[src/rtl/comp_iter_if.sv]
// rtl/comp_iter_if.sv - operand/result handshake bundle for comp_iter
interface comp_iter_if #(
  parameter int N = 32
);
  logic         in_valid;
  logic         in_ready;
  logic [N-1:0] a;
  logic [N-1:0] b;
  logic         is_signed;
  logic         out_valid;
  logic         out_ready;
  logic         a_eq_b;
  logic         a_gt_b;
  logic         a_lt_b;

  modport master (
    output in_valid, a, b, is_signed, out_ready,
    input  in_ready, out_valid, a_eq_b, a_gt_b, a_lt_b
  );

  modport slave (
    input  in_valid, a, b, is_signed, out_ready,
    output in_ready, out_valid, a_eq_b, a_gt_b, a_lt_b
  );
endinterface

[src/rtl/comp_iter.sv]
// rtl/comp_iter.sv - multi-cycle N-bit comparator, W bits per cycle from the MSB chunk down
// COMP_ITER_EARLY_EXIT_EN: finish on the first differing chunk instead of always scanning K chunks
module comp_iter #(
  parameter int N = 32,
  parameter int W = 8
) (
  input  logic        clk,
  input  logic        rst,
  comp_iter_if.slave  bus
);
  localparam int K  = (W > 0) ? N / W : 1;
  localparam int IW = (K > 1) ? $clog2(K) : 1;
  localparam logic [31:0] WU = W;

  localparam logic [1:0] S_IDLE = 2'd0;
  localparam logic [1:0] S_RUN  = 2'd1;
  localparam logic [1:0] S_DONE = 2'd2;

  generate
    if (W < 1 || W > N || (N % W) != 0) begin : g_bad_params
      $error("comp_iter: W must divide N and satisfy 1 <= W <= N");
    end
  endgenerate

  logic [1:0]    state_q, state_d;
  logic [IW-1:0] idx_q, idx_d;
  logic [N-1:0]  a_q, a_d;
  logic [N-1:0]  b_q, b_d;
  logic          gt_q, gt_d;
  logic          lt_q, lt_d;

  logic [31:0]   shamt;
  logic [N-1:0]  a_sh, b_sh;
  logic [W-1:0]  a_chunk, b_chunk;
  logic          chunk_diff, chunk_gt, recorded, leave_run;

  // Current chunk is brought down to bit 0 so the compare is a fixed W-bit one
  assign shamt      = 32'(idx_q) * WU;
  assign a_sh       = a_q >> shamt;
  assign b_sh       = b_q >> shamt;
  assign a_chunk    = a_sh[W-1:0];
  assign b_chunk    = b_sh[W-1:0];
  assign chunk_diff = (a_chunk != b_chunk);
  assign chunk_gt   = (a_chunk > b_chunk);
  assign recorded   = gt_q | lt_q;

  always_comb begin
    leave_run = (idx_q == '0);
`ifdef COMP_ITER_EARLY_EXIT_EN
    if (chunk_diff) begin
      leave_run = 1'b1;
    end
`endif
  end

  always_comb begin
    state_d = state_q;
    idx_d   = idx_q;
    a_d     = a_q;
    b_d     = b_q;
    gt_d    = gt_q;
    lt_d    = lt_q;
    case (state_q)
      S_IDLE: begin
        if (bus.in_valid) begin
          a_d = bus.a;
          b_d = bus.b;
          // Flipping the sign bits maps two's-complement order onto unsigned order
          if (bus.is_signed) begin
            a_d[N-1] = ~bus.a[N-1];
            b_d[N-1] = ~bus.b[N-1];
          end
          idx_d   = IW'(K - 1);
          gt_d    = 1'b0;
          lt_d    = 1'b0;
          state_d = S_RUN;
        end
      end
      S_RUN: begin
        if (!recorded && chunk_diff) begin
          gt_d = chunk_gt;
          lt_d = ~chunk_gt;
        end
        if (leave_run) begin
          state_d = S_DONE;
        end else begin
          idx_d = idx_q - 1'b1;
        end
      end
      S_DONE: begin
        if (bus.out_ready) begin
          gt_d    = 1'b0;
          lt_d    = 1'b0;
          state_d = S_IDLE;
        end
      end
      default: begin
        state_d = S_IDLE;
      end
    endcase
  end

  always_ff @(posedge clk) begin
    if (rst) begin
      state_q <= S_IDLE;
      idx_q   <= '0;
      a_q     <= '0;
      b_q     <= '0;
      gt_q    <= 1'b0;
      lt_q    <= 1'b0;
    end else begin
      state_q <= state_d;
      idx_q   <= idx_d;
      a_q     <= a_d;
      b_q     <= b_d;
      gt_q    <= gt_d;
      lt_q    <= lt_d;
    end
  end

  // Flags are gated by DONE so they read 0 whenever no result is offered
  assign bus.in_ready  = (state_q == S_IDLE);
  assign bus.out_valid = (state_q == S_DONE);
  assign bus.a_gt_b    = (state_q == S_DONE) & gt_q;
  assign bus.a_lt_b    = (state_q == S_DONE) & lt_q;
  assign bus.a_eq_b    = (state_q == S_DONE) & ~gt_q & ~lt_q;
endmodule

[src/flat_wrapper.sv]
// flat-port wrapper written by rule: the top's interface ports become plain ports
module comp_iter_flat 
#(
  parameter int N = 32,
  parameter int W = 8
)
  (clk, rst, bus_in_valid, bus_a, bus_b, bus_is_signed, bus_out_ready, bus_in_ready, bus_out_valid, bus_a_eq_b, bus_a_gt_b, bus_a_lt_b);
  comp_iter_if #(.N(N)) bus_i ();
  input  logic clk;
  input  logic rst;
  input wire logic [$bits(bus_i.in_valid)-1:0] bus_in_valid;
  input wire logic [$bits(bus_i.a)-1:0] bus_a;
  input wire logic [$bits(bus_i.b)-1:0] bus_b;
  input wire logic [$bits(bus_i.is_signed)-1:0] bus_is_signed;
  input wire logic [$bits(bus_i.out_ready)-1:0] bus_out_ready;
  output wire logic [$bits(bus_i.in_ready)-1:0] bus_in_ready;
  output wire logic [$bits(bus_i.out_valid)-1:0] bus_out_valid;
  output wire logic [$bits(bus_i.a_eq_b)-1:0] bus_a_eq_b;
  output wire logic [$bits(bus_i.a_gt_b)-1:0] bus_a_gt_b;
  output wire logic [$bits(bus_i.a_lt_b)-1:0] bus_a_lt_b;
  assign bus_i.in_valid = bus_in_valid;
  assign bus_i.a = bus_a;
  assign bus_i.b = bus_b;
  assign bus_i.is_signed = bus_is_signed;
  assign bus_i.out_ready = bus_out_ready;
  assign bus_in_ready = bus_i.in_ready;
  assign bus_out_valid = bus_i.out_valid;
  assign bus_a_eq_b = bus_i.a_eq_b;
  assign bus_a_gt_b = bus_i.a_gt_b;
  assign bus_a_lt_b = bus_i.a_lt_b;
  comp_iter #(.N(N), .W(W)) u_core (.clk(clk), .rst(rst), .bus(bus_i));
endmodule
[config.mk]
export PLATFORM = sky130hd
export DESIGN_NAME = comp_iter_flat
export DESIGN_NICKNAME = d
export VERILOG_FILES = /design/src/rtl/comp_iter_if.sv /design/src/rtl/comp_iter.sv /design/src/flat_wrapper.sv
export SDC_FILE = /design/constraint.sdc
export NUM_CORES = 1
export LEC_CHECK = 0
export ABC_AREA = 1
export BUFFER_PORTS_ARGS = -buffer_cell sky130_fd_sc_hd__buf_2
export CAP_MARGIN = 25
export CORE_UTILIZATION = 35
export DETAILED_ROUTE_END_ITERATION = 16
export GPL_TIMING_DRIVEN = 0
export PLACE_DENSITY = 0.54
export SLEW_MARGIN = 20
export SYNTH_ARGS = -nofsm -noshare
export SYNTH_HDL_FRONTEND = slang
export SYNTH_SLANG_ARGS = --single-unit
[constraint.sdc]
create_clock -name clk -period 4.24 [get_ports clk]
set_clock_uncertainty 0.05 [all_clocks]
set_input_delay 0 -clock clk [delete_from_list [all_inputs] [get_ports clk]]
set_output_delay 0 -clock clk [all_outputs]
set_load 0.02 [all_outputs]
==> impl_metrics.json, run 1 <==
{
  "grt_overflow": 0,
  "whs_ns": 0.04388,
  "antenna_found_initial": 0,
  "start_kind": "flip-flop",
  "synth_top_area_frac": 0.4399,
  "setup_tns_ns": 0,
  "rows": 34,
  "first_global_vias": 3344,
  "die_y_um": 97.40,
  "via_per_inst": 4.690,
  "pin_count": 74,
  "synthAdderAreaFrac": 0.03535,
  "nets": 680,
  "yosys.area_share.simple": 0.2463,
  "drive_gt1_frac": 0.1977,
  "fmax_mhz": 411.0,
  "comb_power_share": 0.254,
  "fillCellCount": 871,
  "synth_flop_cell": "dfxtp_1",
  "max_cap_violations": 0,
  "vias": 3353,
  "synth_top_cell_by_area": "dfxtp_1",
  "dp_slack_ns": 1.849,
  "synth_top_family_by_area": "simple AND/OR/NAND/NOR gates",
  "port_buffers": 73,
  "drtIter0Drc": 79,
  "fin_util": 0.5261,
  "cts_sinks": 70,
  "cts_resized": 0,
  "final_cell_mix": "156 x nor2_1, 84 x buf_2, 70 x dfxtp_1, 68 x dlygate4sd3_1, 65 x o21ai_1",
  "finalWeightedCongestion": 0.7852,
  "power_frac_seq": 0.401,
  "synth_edf_count": 0,
  "cts_max_path_buffers": 2,
  "p_sw_mw": 0.5828,
  "async_reset_ff_frac": 0,
  "setup_viol": 0,
  "yosysSeqAreaShare": 0.4399,
  "syn_avg_cell_area_um2": 7.079,
  "finalCritPeriodShare": 0.5738,
  "grt.total_usage": 0.2069,
  "max-slew-margin-rel": 0.6733,
  "layout_commonest_cell": "nor2_1",
  "p_leak_nw": 2.071,
  "die_area_um2": 9487,
  "p_sw_frac": 0.3038,
  "power_density_nw_per_um2": 416.1,
  "start_util": 0.3635,
  "ctsHtreeMaxLevel": 3,
  "setup_slack_ns": 1.807,
  "grt_max_degree": 14,
  "cts_tree": "yes",
  "insertedDiodeCount": 0,
  "status": "completed",
  "drc_errors": 0,
  "hold_class": "in2reg",
  "root_buffer": "clkbuf_8",
  "core_area_um2": 8763,
  "ys_warn_count": 0,
  "rsz0062_at_grt": "false",
  "grt_pass1_wl_um": 15600,
  "hold_violations": 0,
  "cp-end-kind": "flip-flop",
  "crit_fanout": 10,
  "synthMuxAreaShare": 0,
  "clk_pin_slew_worst_paths_ns": 0.07,
  "synth-seq-cells": 70,
  "syn_nets": 528,
  "p_clk_frac": 0.345,
  "drtAntennaViolNets": 0,
  "p_int_mw": 1.336,
  "cp.arrival_ns": 2.67,
  "slew_viol_final": 0,
  "syn_to_final_growth_pct": 44.74,
  "cts_setup_buffers": 0,
  "worst_slew_pin_slew_ns": 0.4901,
  "clock_latency_ns": 0.35,
  "synth_area_um2": 3186,
  "synth_area_leaders": "dfxtp_1 44%, nor2_1 18%, o21ai_1 10%",
  "dr.pass1.iters": 4,
  "hpwlAfterDp_um": 6572,
  "ir_worst_vdd_v": 0.0001703,
  "critPathKind": "reg2reg",
  "crit_required_ns": 4.47,
  "wl_per_cell_um": 13.08,
  "synth_cells": 450,
  "synth.distinct_cells": 27,
  "numCtsBuffers": 9,
  "synth-xor-area-share": 0.005499,
  "synth_compound_area_frac": 0.2023,
  "wl_um": 9352,
  "post-route-min-period_ns": 2.433,
  "die_w_um": 97.40
}
==> final cells by class <==
class	count	area, um2	share of cell area
plain buffers	29	152.6	0.03311
clock buffers	9	123.9	0.02687
clock inverters	7	120.1	0.02605
inverters	19	72.57	0.01574
multi-input cells	332	1559	0.3381
flip-flops and latches	70	1401	0.3039
well taps	108	135.1	0.02931
repair buffers	141	1046	0.2269
==> registers in the layout, indices dropped and copies added, names as in the netlist <==
signal / count
u_core.b_q: 32
u_core.a_q: 32
u_core.idx_q: 2
u_core.gt_q: 1
u_core.lt_q: 1
u_core.state_q: 2
==> stage by stage <==
step           area (um2)  power [mW]  std cells
6_report             4611       1.918        715
5_1_grt              4611       2.042        715
2_1_floorplan        3186       1.085        450
3_3_place_gp         3686       1.214        631
4_1_cts              4611       1.931        715
3_5_place_dp         3686       1.223        631
==> cells in the mapped netlist (6+ instances only) <==
cell	n
o22ai_1	8
inv_1	13
a32o_1	7
clkbuf_1	11
a21oi_1	14
o21ai_1	65
nor2_1	156
ha_1	9
dfxtp_1	70
buf_4	6
buf_2	11
o21ai_0	18
nand2_1	42
==> worst max-delay path: stages (launching register included) <==
cell,delay [ns]
dfxtp_1,0.32
inv_1,0.16
clkbuf_1,0.39
o21ai_0,0.24
o22ai_1,0.22
ha_1,0.26
nand2_1,0.09
nor2_1,0.05
nand2_1,0.10
nand2_1,0.06
nand2_1,0.11
nand3_1,0.10
nor2_1,0.12
nor2_1,0.05
nor2_1,0.07
==> metal layers <==
layer  GRT usage  share of wire  vias up
met3     0.04029          0.041       19
met1      0.2593           0.47     1480
met4     0.07692          0.022        0
met5           0              0        -
met2      0.3507           0.47       78
li1            -              -     1776
==> power groups by stage <==
stage	Clock (mW)	Combinational [mW]	Sequential, mW
after floorplan	0	0.317	0.768
after global placement	0	0.430	0.785
after global routing	0.705	0.560	0.777
after detailed placement	0	0.438	0.785
after CTS	0.672	0.489	0.770
final	0.661	0.488	0.769
==> final timing paths <==
path	cells after the start	slack, ns	to	start
min reg2reg	2	0.43	u_core.a_q[11]	u_core.a_q[11]
max reg2reg	14	1.81	u_core.gt_q	u_core.idx_q[1]
min	6	0.04	u_core.lt_q	bus_in_valid
max	14	1.81	u_core.gt_q	u_core.idx_q[1]
==> timing repair <==
action                     4_1_cts  5_1_grt
hold endpoints to repair        68        0
hold buffers                    68        0
setup endpoints to repair        0        0
==> cell families (layout without fill, tap and decap cells) <==
logic type      after synthesis  in the layout
flops                        70             70
compound gates              117            117
xor+xnor                      2              2
simple gates                204            204
buf+inv                      48            205
fa+ha+maj                     9              9
(Power assumes the default switching activity.)
==> run 2: changes to the inputs <==
Settings changed: PLACE_DENSITY 0.54 to 0.56.
Clock period 4.24 ns to 2.1 ns, I/O delays scaled along.
==> run 2 against run 1 <==
Effect of this change: critical path type unchanged; critical path depth unchanged; die area unchanged; global-route usage down 0.43 points.
==> impl_metrics.json, run 2 (synthesis results as in run 1) <==
{
  "worst_slew_pin_slew_ns": 0.4205,
  "drtIter0Drc": 121,
  "die_w_um": 97.40,
  "syn_to_final_growth_pct": 55.34,
  "min-delay-start": "bus_in_valid",
  "die_area_um2": 9487,
  "reg_top3": "u_core.a_q x32, u_core.b_q x32",
  "fillCellCount": 850,
  "core_area_um2": 8763,
  "ir_worst_vdd_v": 0.0003249,
  "path_delay_family": "simple AND/OR/NAND/NOR gates",
  "insertedDiodeCount": 0,
  "vias": 3449,
  "rows": 34,
  "crit_required_ns": 2.29,
  "comb_power_share": 0.320,
  "max-slew-margin-rel": 0.7197,
  "status": "completed",
  "start_util": 0.3635,
  "grt_overflow": 0,
  "die_y_um": 97.40,
  "setup_slack_ns": 0.05011,
  "port_buffers": 73,
  "dr.pass1.iters": 4,
  "slew_viol_final": 0,
  "critPathKind": "reg2reg",
  "p_int_mw": 2.656,
  "fin_util": 0.5647,
  "clock_latency_ns": 0.35,
  "drc_errors": 0,
  "max_cap_violations": 0,
  "p_sw_frac": 0.3266,
  "cts_sinks": 70,
  "post-route-min-period_ns": 2.050,
  "path_buf_inv": 2,
  "wl_um": 9566,
  "critPathSlowestCell": "dfxtp_4",
  "cts_max_path_buffers": 2,
  "p_sw_mw": 1.288,
  "place_area_um2": 3686,
  "cts_tree": "yes",
  "startpoint": "u_core.idx_q[0]",
  "hpwlAfterDp_um": 6550,
  "cp.arrival_ns": 2.24,
  "cp_common_cell": "nand2_2",
  "grt_max_degree": 13,
  "numCtsBuffers": 9,
  "cpPeakStageDelay_ns": 0.41,
  "finalWeightedCongestion": 0.7908,
  "first_global_vias": 3278,
  "clk_pin_slew_worst_paths_ns": 0.08,
  "nets": 685,
  "power_frac_seq": 0.399,
  "antenna_found_initial": 0,
  "pin_count": 74,
  "hold_violations": 0,
  "ctsHtreeMaxLevel": 3,
  "p_clk_frac": 0.280,
  "final_cells": 720,
  "setup_viol": 0,
  "layout_commonest_cell": "nor2_1",
  "dp_slack_ns": -0.2955,
  "place_inst": 631,
  "power_density_nw_per_um2": 797.0,
  "whs_ns": 0.05510,
  "p_leak_nw": 2.194,
  "design_area_um2": 4949,
  "wl_per_cell_um": 13.29,
  "via_per_inst": 4.790,
  "worstReg2RegStart": "u_core.idx_q[0]",
  "crit_fanout": 7,
  "path_cells": "inv_8 > buf_6 > nand2_2 > a32o_2 > ha_4 > nand2_2 > nor2_2 > nand2_2 > nand2_2 > nand2_4 > nand3_2 > nor2_1 > nor2_1 > nor2_1",
  "drtAntennaViolNets": 0,
  "fmax_mhz": 487.8,
  "grt.total_usage": 0.2026,
  "cp-end-kind": "flip-flop",
  "hold_class": "in2reg",
  "root_buffer": "clkbuf_8",
  "finalCritPeriodShare": 0.9761,
  "rsz0062_at_grt": "true",
  "grt_pass1_wl_um": 15280,
  "drive_gt1_frac": 0.2827,
  "final_cell_mix": "148 x nor2_1, 81 x buf_2, 69 x dfxtp_1, 68 x dlygate4sd3_1, 67 x o21ai_1",
  "start_kind": "flip-flop"
}
run 2: changes by cell type in the layout (fill, tap and decap cells not counted), moves of 6 or more:
cell     previous run  this run
nor2_1            156       148
nand2_1            42        31
o22ai_1             8         2
o21ai_2             1         7
nand2_2             3        11
o21ai_0            18         9
o22ai_2             0         6
nor2_2              1         8
run 2: cell type report:
type	instances	area (um2)	area share
plain buffers	29	226.5	0.04576
inverters	19	80.08	0.01618
flip-flops and latches	70	1405	0.2839
repair buffers	146	1140	0.2303
well taps	108	135.1	0.02731
clock buffers	11	141.4	0.02857
multi-input cells	332	1762	0.3560
clock inverters	5	58.81	0.01188
run 2: path summary, 6_finish.rpt:
kind	endpoint	slack (ns)	cells after the start
hold / removal	u_core.lt_q	0.06	6
hold reg to reg	u_core.lt_q	0.43	2
setup / recovery	u_core.gt_q	0.05	14
setup reg to reg	u_core.gt_q	0.05	14
run 2: stage by stage:
| step | setup TNS (ns) | power, mW |
|---|---|---|
| finish | 0 | 3.944 |
| global route | -0.07219 | 4.166 |
| CTS | 0 | 3.685 |
| detailed placement | -0.5806 | 2.473 |
| global placement | -0.4947 | 2.448 |
| floorplan | 0 | 2.191 |
run 2: timing repair:
| action | 4_1_cts | 5_1_grt |
|---|---|---|
| resized for setup | 21 | 71 |
| endpoints found under the setup margin | 2 | 2 |
| buffers inserted | 0 | 2 |
| endpoints found under the hold margin | 68 | 0 |
| hold buffers | 68 | 0 |
| gates cloned | 0 | 3 |
| pin swaps | 1 | 19 |
run 2: power groups by stage:
stage               sequential (mW)  combinational [mW]  clock (mW)
finish                         1.57                1.26        1.11
global route                   1.59                1.40        1.18
CTS                            1.56                1.02        1.11
detailed placement             1.58               0.888           0
global placement               1.58               0.864           0
floorplan                      1.55               0.641           0
run 2: metal layers:
metal | share of wire | global-route usage
met5 | 0 | 0
met3 | 0.028 | 0.03237
met1 | 0.49 | 0.2622
met2 | 0.47 | 0.3453
met4 | 0.011 | 0.06109
run 2: worst reg2reg max path, delay by kind of cell, from the launching register on:
kind	cells	cell delay (ns)
adder cells (fa/ha/maj)	1	0.27
AO/OA/AOI/OAI	1	0.29
AND/OR/NAND/NOR	10	0.69
buffers and inverters	2	0.23
flip-flops	1	0.41
